<file path="config.mk">
export PLATFORM = sky130hd
export DESIGN_NAME = text_term_ctrl_flat
export DESIGN_NICKNAME = d
export VERILOG_FILES = /design/src/rtl/text_term_ctrl_if.sv /design/src/rtl/text_term_ctrl.sv /design/src/flat_wrapper.sv
export SDC_FILE = /design/constraint.sdc
export NUM_CORES = 1
export LEC_CHECK = 0
export CAP_MARGIN = 0
export CORE_ASPECT_RATIO = 0.7
export CORE_UTILIZATION = 54
export CTS_CLUSTER_DIAMETER = 100
export DETAILED_ROUTE_END_ITERATION = 6
export GPL_TIMING_DRIVEN = 0
export HOLD_SLACK_MARGIN = 0.15
export PLACE_DENSITY = 0.85
export SYNTH_ARGS = -nofsm -noshare
export SYNTH_HDL_FRONTEND = slang
export SYNTH_SLANG_ARGS = --single-unit
</file>
<file path="constraint.sdc">
create_clock -name clk -period 3.9 [get_ports clk]
set_clock_uncertainty 0.2 [all_clocks]
set_input_delay 0.39 -clock clk [delete_from_list [all_inputs] [get_ports clk]]
set_output_delay 0.39 -clock clk [all_outputs]
set_load 0.03 [all_outputs]
</file>
<file path="src/rtl/text_term_ctrl_if.sv">
// Keyboard byte handshake and character-RAM write port of the terminal controller.
// Latency: wires only.
// Backpressure: kb_data/kb_valid held by the source until kb_ready; writes are never stalled.
interface text_term_ctrl_if #(
  parameter int ADDR_W = 12
) ();
  logic [7:0]        kb_data;
  logic              kb_valid;
  logic              kb_ready;
  logic              wr_en;
  logic [ADDR_W-1:0] wr_addr;
  logic [7:0]        wr_data;

  // Controller side: consumes scan codes, drives the character RAM.
  modport master (
    input  kb_data, kb_valid,
    output kb_ready, wr_en, wr_addr, wr_data
  );

  // Environment side: keyboard receiver and RAM/observer.
  modport slave (
    output kb_data, kb_valid,
    input  kb_ready, wr_en, wr_addr, wr_data
  );
endinterface

</file>
<file path="src/rtl/text_term_ctrl.sv">
// PS/2 set-2 scan codes to ASCII writes into a COLS x ROWS character RAM at a cursor.
// Latency: a write lands in the cycle after the byte transfer; cursor moves the cycle after that.
// Backpressure: kb_ready only in IDLE, so at most one byte per 2 cycles; low for the whole of a clear.
module text_term_ctrl #(
  parameter int COLS   = 70,
  parameter int ROWS   = 30,
  parameter int ADDR_W = 12
) (
  input  logic             clk,
  input  logic             rst,
  text_term_ctrl_if.master bus,
  output logic [4:0]       cur_row,
  output logic [6:0]       cur_col,
  output logic [7:0]       key_count,
  output logic             busy
);

  typedef enum logic [1:0] {CLR_ALL, IDLE, EXEC, CLR_ROW} state_t;
  typedef enum logic [2:0] {
    ACT_NONE, ACT_BREAK, ACT_SHIFT, ACT_REL, ACT_PRINT, ACT_ENTER, ACT_BS
  } act_t;

  localparam logic [ADDR_W-1:0] CELLS    = ADDR_W'(COLS * ROWS);
  localparam logic [ADDR_W-1:0] ROW_LEN  = ADDR_W'(COLS);
  localparam logic [6:0]        LAST_COL = 7'(COLS - 1);
  localparam logic [4:0]        LAST_ROW = 5'(ROWS - 1);

  state_t            state;
  act_t              act_q;
  act_t              act;
  logic              break_flag;
  logic              shift;
  logic [ADDR_W-1:0] clr_cnt;
  logic [7:0]        ascii;
  logic [4:0]        next_row;
  logic [ADDR_W-1:0] row_base;
  logic [ADDR_W-1:0] next_base;
  logic [ADDR_W-1:0] cell_addr;
  logic              wrap_row;

  // Decode the incoming byte against the current break/shift state and cursor.
  always_comb begin
    ascii = 8'h00;
    case (bus.kb_data)
      8'h1C: ascii = 8'h61; 8'h32: ascii = 8'h62; 8'h21: ascii = 8'h63;
      8'h23: ascii = 8'h64; 8'h24: ascii = 8'h65; 8'h2B: ascii = 8'h66;
      8'h34: ascii = 8'h67; 8'h33: ascii = 8'h68; 8'h43: ascii = 8'h69;
      8'h3B: ascii = 8'h6A; 8'h42: ascii = 8'h6B; 8'h4B: ascii = 8'h6C;
      8'h3A: ascii = 8'h6D; 8'h31: ascii = 8'h6E; 8'h44: ascii = 8'h6F;
      8'h4D: ascii = 8'h70; 8'h15: ascii = 8'h71; 8'h2D: ascii = 8'h72;
      8'h1B: ascii = 8'h73; 8'h2C: ascii = 8'h74; 8'h3C: ascii = 8'h75;
      8'h2A: ascii = 8'h76; 8'h1D: ascii = 8'h77; 8'h22: ascii = 8'h78;
      8'h35: ascii = 8'h79; 8'h1A: ascii = 8'h7A;
      8'h45: ascii = 8'h30; 8'h16: ascii = 8'h31; 8'h1E: ascii = 8'h32;
      8'h26: ascii = 8'h33; 8'h25: ascii = 8'h34; 8'h2E: ascii = 8'h35;
      8'h36: ascii = 8'h36; 8'h3D: ascii = 8'h37; 8'h3E: ascii = 8'h38;
      8'h46: ascii = 8'h39; 8'h29: ascii = 8'h20;
      default: ascii = 8'h00;
    endcase
    // Only letters have bit 6 set; clearing bit 5 gives the uppercase form.
    if (ascii[6] && shift) ascii = ascii & 8'hDF;

    act = ACT_NONE;
    if (bus.kb_data == 8'hF0)                              act = ACT_BREAK;
    else if (bus.kb_data == 8'hE0)                         act = ACT_NONE;
    else if (bus.kb_data == 8'h12 || bus.kb_data == 8'h59) act = ACT_SHIFT;
    else if (break_flag)                                   act = ACT_REL;
    else if (ascii != 8'h00)                               act = ACT_PRINT;
    else if (bus.kb_data == 8'h5A)                         act = ACT_ENTER;
    else if (bus.kb_data == 8'h66)                         act = ACT_BS;

    next_row  = (cur_row == LAST_ROW) ? 5'd0 : cur_row + 5'd1;
    row_base  = ADDR_W'(cur_row) * ROW_LEN;
    next_base = ADDR_W'(next_row) * ROW_LEN;
    cell_addr = row_base + ADDR_W'(cur_col);
    wrap_row  = (act_q == ACT_ENTER) || (act_q == ACT_PRINT && cur_col == LAST_COL);
  end

  // Controller FSM with all outputs registered.
  always_ff @(posedge clk) begin
    if (rst) begin
      state        <= CLR_ALL;
      act_q        <= ACT_NONE;
      bus.wr_en    <= 1'b0;
      bus.wr_addr  <= '0;
      bus.wr_data  <= 8'h20;
      bus.kb_ready <= 1'b0;
      cur_row      <= 5'd0;
      cur_col      <= 7'd0;
      key_count    <= 8'd0;
      busy         <= 1'b1;
      break_flag   <= 1'b0;
      shift        <= 1'b0;
      clr_cnt      <= '0;
    end else begin
      case (state)
        CLR_ALL: begin
          if (clr_cnt < CELLS) begin
            bus.wr_en   <= 1'b1;
            bus.wr_addr <= clr_cnt;
            bus.wr_data <= 8'h20;
            clr_cnt     <= clr_cnt + ADDR_W'(1);
          end else begin
            bus.wr_en    <= 1'b0;
            cur_row      <= 5'd0;
            cur_col      <= 7'd0;
            busy         <= 1'b0;
            bus.kb_ready <= 1'b1;
            state        <= IDLE;
          end
        end

        IDLE: begin
          if (bus.kb_valid && bus.kb_ready) begin
            bus.kb_ready <= 1'b0;
            act_q        <= act;
            state        <= EXEC;
            // The write is issued here so it occupies the EXEC cycle itself.
            if (act == ACT_PRINT) begin
              bus.wr_en   <= 1'b1;
              bus.wr_addr <= cell_addr;
              bus.wr_data <= ascii;
            end else if (act == ACT_BS && (cur_row != 5'd0 || cur_col != 7'd0)) begin
              // Left one cell, or end of previous row: both are linear address - 1.
              bus.wr_en   <= 1'b1;
              bus.wr_addr <= cell_addr - ADDR_W'(1);
              bus.wr_data <= 8'h20;
            end
          end
        end

        EXEC: begin
          bus.wr_en    <= 1'b0;
          bus.kb_ready <= 1'b1;
          state        <= IDLE;
          case (act_q)
            ACT_BREAK: break_flag <= 1'b1;
            ACT_SHIFT: begin
              shift      <= ~break_flag;
              break_flag <= 1'b0;
            end
            ACT_REL:   break_flag <= 1'b0;
            ACT_PRINT: begin
              key_count <= key_count + 8'd1;
              cur_col   <= (cur_col == LAST_COL) ? 7'd0 : cur_col + 7'd1;
            end
            ACT_BS: begin
              if (cur_col != 7'd0) begin
                cur_col <= cur_col - 7'd1;
              end else if (cur_row != 5'd0) begin
                cur_row <= cur_row - 5'd1;
                cur_col <= LAST_COL;
              end
            end
            default: ;
          endcase
          // Moving onto a new row blanks it; first cell goes out right away.
          if (wrap_row) begin
            cur_col      <= 7'd0;
            cur_row      <= next_row;
            bus.kb_ready <= 1'b0;
            busy         <= 1'b1;
            bus.wr_en    <= 1'b1;
            bus.wr_addr  <= next_base;
            bus.wr_data  <= 8'h20;
            clr_cnt      <= ADDR_W'(1);
            state        <= CLR_ROW;
          end
        end

        CLR_ROW: begin
          if (clr_cnt < ROW_LEN) begin
            bus.wr_en   <= 1'b1;
            bus.wr_addr <= row_base + clr_cnt;
            clr_cnt     <= clr_cnt + ADDR_W'(1);
          end else begin
            bus.wr_en    <= 1'b0;
            busy         <= 1'b0;
            bus.kb_ready <= 1'b1;
            state        <= IDLE;
          end
        end

        default: state <= CLR_ALL;
      endcase
    end
  end

endmodule

</file>
<file path="src/flat_wrapper.sv">
// flat-port wrapper written by rule: the top's interface ports become plain ports
module text_term_ctrl_flat 
#(
  parameter int COLS   = 70,
  parameter int ROWS   = 30,
  parameter int ADDR_W = 12
)
  (clk, rst, cur_row, cur_col, key_count, busy, bus_kb_data, bus_kb_valid, bus_kb_ready, bus_wr_en, bus_wr_addr, bus_wr_data);
  text_term_ctrl_if #(.ADDR_W(ADDR_W)) bus_i ();
  input  logic clk;
  input  logic rst;
  output logic [4:0] cur_row;
  output logic [6:0] cur_col;
  output logic [7:0] key_count;
  output logic busy;
  input wire logic [$bits(bus_i.kb_data)-1:0] bus_kb_data;
  input wire logic [$bits(bus_i.kb_valid)-1:0] bus_kb_valid;
  output wire logic [$bits(bus_i.kb_ready)-1:0] bus_kb_ready;
  output wire logic [$bits(bus_i.wr_en)-1:0] bus_wr_en;
  output wire logic [$bits(bus_i.wr_addr)-1:0] bus_wr_addr;
  output wire logic [$bits(bus_i.wr_data)-1:0] bus_wr_data;
  assign bus_i.kb_data = bus_kb_data;
  assign bus_i.kb_valid = bus_kb_valid;
  assign bus_kb_ready = bus_i.kb_ready;
  assign bus_wr_en = bus_i.wr_en;
  assign bus_wr_addr = bus_i.wr_addr;
  assign bus_wr_data = bus_i.wr_data;
  text_term_ctrl #(.COLS(COLS), .ROWS(ROWS), .ADDR_W(ADDR_W)) u_core (.clk(clk), .rst(rst), .bus(bus_i), .cur_row(cur_row), .cur_col(cur_col), .key_count(key_count), .busy(busy));
endmodule
</file>
==> Word level (Yosys, flattened, before mapping) <==
Memory sizes are Yosys's and may differ from the RTL's.
Index checks and enable logic that the tools add are counted.
{ "op_classes": {"n_addsub": 9, "multipliers": 2, "n_lt_le_gt_ge": 2, "n_eq_ne": 31, "muxes": 62, "bitwise_logic": 1, "reduce_logical": 28} }
{ "ops": {"columns": ["op", "count"], "rows": [
  ["$mux 12", 9],
  ["$mux 8", 6],
  ["$pmux 12 s4", 1],
  ["$pmux 12 s3", 1],
  ["$mux 7", 5],
  ["$mux 5", 6],
  ["$pmux 7 s2", 2],
  ["$eq 8x7->1 const B", 3],
  ["$pmux 8 s3", 1],
  ["$mul 5x6->11 const B", 2],
  ["$mux 3", 7],
  ["$eq 8x8->1 const B", 2],
  ["$eq 3x3->1 const B", 5],
  ["$reduce_and 5->1", 3],
  ["$mux 1", 13],
  ["$add 12x1->12 const B", 1],
  ["$add 12x12->12", 1],
  ["$add 12x7->12", 1],
  ["$lt 12x12->1 const B", 1],
  ["$lt 12x7->1 const B", 1],
  ["$reduce_and 4->1", 3],
  ["$sub 12x1->12 const B", 1],
  ["$pmux 5 s2", 1],
  ["$reduce_and 2->1", 5],
  ["other kinds (35)", 54]
]} }
{ "word_totals": {"regBits": 62, "rom_bits": 896, "input_bits": 11, "out_inout_bits": 43, "word_cells": 149, "memories": 1} }
{ "memory_table": {"columns": ["memory", "depth", "width", "rd", "rd_ports_with_merged_regs", "wr", "line_no", "text"], "rows": [
  ["(no name shown)", 128, 7, 1, 0, 0, "text_term_ctrl.sv:44", "case (bus.kb_data)"]
]} }

==> Depth between registers and ports, before layout <==
Gate-level depths: netlist of the first run.
An unclocked memory read counts as a cell.
{ "logic_depth": {"depth_word": 16, "mapped_depth": 21, "depth_no_buf": 21} }

==> Least setup slack after synthesis of the first run <==
OpenSTA, ideal clock, no wires.
{ "synth_timing": {"path_type": "register to register", "start": "register u_core.cur_row[3]", "end": "register u_core.bus.wr_addr[11]", "setup_time_ns": 0.132, "arrival_time_ns": 4.191, "required_ns": 3.568, "setup_slack_ns": -0.622, "path_stages_with_launch": 17, "period_less_slack_ns": 4.522, "cell_sequence": "dfxtp_1 -> inv_1 -> ha_1 -> inv_1 -> ha_1 -> inv_1 -> fa_1 -> and3b_1 -> o32ai_1 -> ha_1 -> or3_1 -> o221ai_1 -> mux2i_1 -> a21oi_1 -> o21bai_1 -> o311ai_1 -> nand3_1"} }
{ "synth_between": {"elab_chain_len": 7, "elab_cells_between_ends": 19, "cone_classes": "add/sub (4); mul (2); eq/ne (2); mux (7); reduce/logical (4)"} }
{ "synth_rtl": {"columns": ["element", "line_no", "text"], "rows": [
  ["start: declaration", "text_term_ctrl.sv:12", "output logic [4:0] cur_row,"],
  ["start signal: assignment", "text_term_ctrl.sv:151", "cur_row <= cur_row - 5'd1;"],
  ["start signal: assignment", "text_term_ctrl.sv:160", "cur_row <= next_row;"],
  ["$mul 5x6->11", "text_term_ctrl.sv:73", "row_base = ADDR_W'(cur_row) * ROW_LEN;"],
  ["$add 12x7->12", "text_term_ctrl.sv:75", "cell_addr = row_base + ADDR_W'(cur_col);"],
  ["$sub 12x1->12", "text_term_ctrl.sv:126", "bus.wr_addr <= cell_addr - ADDR_W'(1);"],
  ["$mux 12", "text_term_ctrl.sv:123", "end else if (act == ACT_BS && (cur_row != 5'd0 || cur_col != 7'd0)) begin"],
  ["$mux 12", "text_term_ctrl.sv:119", "if (act == ACT_PRINT) begin"],
  ["$mux 12", "text_term_ctrl.sv:114", "if (bus.kb_valid && bus.kb_ready) begin"],
  ["$pmux 12 s4", "text_term_ctrl.sv:96", "case (state)"],
  ["end signal: assignment", "text_term_ctrl.sv:100", "bus.wr_addr <= clr_cnt;"],
  ["end signal: assignment", "text_term_ctrl.sv:121", "bus.wr_addr <= cell_addr;"],
  ["end signal: assignment", "text_term_ctrl.sv:126", null],
  ["end: declaration", "text_term_ctrl_if.sv:17", "output kb_ready, wr_en, wr_addr, wr_data"]
]} }
Several ways; a longest one is shown, not always the timed one. The select of a mux whose other input is x is not followed.
A chain may end at the register's enable or synchronous reset.

==> Worst setup path in the final report of the first run <==
Same ends and word-level chain as after synthesis.

==> flow_summary.json, run 1 <==
{
  "htreeDepth": 3,
  "violations": "negative setup slack",
  "io_buffers": 51,
  "power_leakage_uw": 0.00318,
  "synth.net_count": 890,
  "grt_max_degree": 12,
  "grt.total_usage_pct": 34.8,
  "synth_edf_count": 0,
  "endpoint_kind": "flip-flop",
  "powerDensity_nw_per_um2": 241,
  "hold_viol_final": 0,
  "cts_made_buffers": 9,
  "mostFrequentLayoutCell": "nor2_1",
  "crit_chain": "inv_4, ha_4, inv_4, ha_4, inv_2, fa_2, nand3b_1, o21ai_1, xnor2_2, ha_2, nor4_2, a2111oi_4, a21oi_1, o21bai_1, o311ai_2, nand3_1",
  "num_rows": 32,
  "root_buffer": "clkbuf_16",
  "cts_buffer_depth": 2,
  "p_switching_uw": 611,
  "ys_warn_count": 0,
  "grt_pass1_vias": 6124,
  "routed_wirelength_um": 21000,
  "syn_avg_cell_area_sq_um": 7.65,
  "synth_cells": 807,
  "yosysTopAreaCell": "dfxtp_1",
  "crit_path_max_fanout": 7,
  "ioPinCount": 54,
  "slew_headroom_pct": 36.4,
  "nNetsFinal": 975,
  "synthTopCellsByArea": "dfxtp_1, ha_1, a21oi_1, nor2_1, o21ai_0",
  "crit_buf_inv": 3,
  "switching_share_pct": 31.9,
  "synth_top_area_share_pct": 19.8,
  "tns_ns": -0.537,
  "pwr-share-comb_pct": 22.8,
  "drv_cap": 0,
  "yosys_register_bits": 61,
  "drc": 0,
  "dpl_cell_area_sq_um": 6990,
  "vias": 6783,
  "slowest_stage": "fa_2",
  "viasPerCell": 6.46,
  "worst_skew_pair.late_latency_ns": 0.35,
  "peakVddDrop_mv": 0.239,
  "initial_core_util_pct": 55.9,
  "ant_nets": 0,
  "p_int_uw": 1300,
  "setup_violations": 3,
  "ys_seq_area_share_pct": 19.8,
  "cts_tree": "done",
  "crit_required_ns": 3.92,
  "place_congestion": 1.02,
  "power_uw": 1910,
  "die_h_um": 91.4,
  "startpoint_type": "flip-flop",
  "max_freq_ghz": 0.242,
  "tightest_slew_ns": 0.954,
  "final_cell_mix": "nor2_1, nand2_1, a21oi_1, dfxtp_1",
  "die_area_sq_um": 11900,
  "setup_slack_ns": -0.238,
  "path_delay_family": "compound AO/OA/AOI/OAI gates",
  "slew_violations": 0,
  "clock_sinks": 61,
  "drive_gt1_share_pct": 16.7,
  "async_reset_ff_share_pct": 0,
  "hpwl_um": 14600,
  "ys_types": 82,
  "fin_area_sq_um": 7930,
  "post_drt_wl_per_cell_um": 20.0,
  "rsz0062_at_grt": "true",
  "worstHoldPathType": "in -> reg",
  "pwr-share-clk_pct": 42.4,
  "antenna_found_initial": 0,
  "arrival_ns": 4.16,
  "area_growth_pct": 28.4,
  "min_period_ns": 4.14,
  "grt_pass1_wl_um": 31900,
  "path_clk_slew_ns": 0.06,
  "coreArea_sq_um": 11100,
  "critPathKind": "reg -> reg",
  "drt_iter0_drc": 883,
  "drt_pre_antenna_iters": 5,
  "fp.dieW_um": 130,
  "diodes": 0,
  "seq_power_share_pct": 34.8,
  "synth_top_flop_cell": "dfxtp_1",
  "grt_overflow": 0,
  "syn-cell-area_sq_um": 6170,
  "max_stage_delay_ns": 0.49,
  "fin_crit_sh_pct": 106,
  "outcome": "finished, violations left"
}
==> per-stage QoR <==
stage | hold slack [ns] | worst slack [ns] | std cells | utilization [%]
2_1_floorplan | 0.278 | -0.00719 | 807 | -
3_3_place_gp | 0.254 | -0.763 | 1011 | 63.2
3_5_place_dp | 0.251 | -0.759 | 1011 | 63.2
4_1_cts | 0.221 | -0.143 | 1044 | 69.6
5_1_grt | 0.236 | -0.312 | 1050 | 71.7
6_report | 0.218 | -0.238 | 1050 | 71.7
==> state kept, by name (all words and copies together), names as in the netlist <==
name	count
u_core.bus.wr_data	7
u_core.key_count	8
u_core.bus.kb_ready	1
u_core.clr_cnt	12
u_core.cur_row	5
u_core.break_flag	1
u_core.cur_col	7
u_core.bus.wr_en	1
u_core.busy	1
u_core.shift	1
u_core.act_q	3
u_core.bus.wr_addr	12
u_core.state	2
==> path summary, 6_finish.rpt <==
check	startpoint	end	slack (ns)	cells past startpoint
setup / recovery	u_core.cur_row[3]	u_core.bus.wr_addr[11]	-0.24	16
hold reg to reg	u_core.bus.wr_addr[5]	u_core.bus.wr_addr[5]	0.26	2
setup reg to reg	u_core.cur_row[3]	u_core.bus.wr_addr[11]	-0.24	16
hold / removal	rst	u_core.bus.wr_addr[2]	0.22	2
==> synth_stat cells, types with 9 or more instances <==
library cell,n
a211oi_1,15
a21oi_1,60
a31oi_1,13
and3_1,14
clkbuf_1,19
dfxtp_1,61
ha_1,68
inv_1,48
nand2_1,62
nand2b_1,9
nand3_1,29
nand4_1,10
nor2_1,78
nor2b_1,11
nor3_1,32
o21ai_0,48
or3_1,9
xnor2_1,21
xor2_1,22
==> power groups by stage <==
stage	clock network (uW)	registers (uW)	logic, uW
after global placement	0	679	390
final	811	665	436
after floorplan	0	707	239
after CTS	806	665	407
after global routing	839	668	464
after detailed placement	0	680	393
==> cell type report <==
type | count | area (sq um)
Tap cell | 153 | 191
Buffer | 33 | 188
Sequential cell | 61 | 1240
Fill cell | 820 | 3120
Clock inverter | 6 | 62.6
Multi-Input combinational cell | 662 | 5130
Timing Repair Buffer | 75 | 688
Inverter | 50 | 195
Clock buffer | 10 | 229
==> layer usage <==
metal	up-vias	routed length [um]	track usage (%)
li1	3134	-	-
met1	3176	9250	49.6
met2	436	8690	49.3
met3	37	2760	12.4
met4	0	342	7.75
met5	-	0	0
==> cell families (layout without fill, tap and decap cells) <==
group,after synthesis,in the layout,synth area share (%)
flops,61,61,19.8
xor+xnor,43,43,6.10
buf+inv,84,174,6.00
mux,6,6,1.24
compound gates,230,230,25.6
simple gates,310,310,26.2
other cells,1,1,0.0608
fa+ha+maj,72,72,15.1
==> timing repair <==
item / 4_1_cts / 5_1_grt
hold buffers: 0 / 0
gates resized for setup: 56 / 43
pin swaps: 19 / 20
buffers inserted: 18 / 7
endpoints found under the setup margin: 19 / 19
(Power assumes the default switching activity.)
==> inputs of run 2 (changes only) <==
--- a/config.mk
+++ b/config.mk
@@ -7,6 +7,7 @@
 export LEC_CHECK = 0
 export CAP_MARGIN = 0
 export CORE_ASPECT_RATIO = 0.7
+export CORE_MARGIN = 1
 export CORE_UTILIZATION = 54
 export CTS_CLUSTER_DIAMETER = 100
 export DETAILED_ROUTE_END_ITERATION = 6
==> results of run 2 <==
Final layout, timing and power as in run 1 (identical DEF).
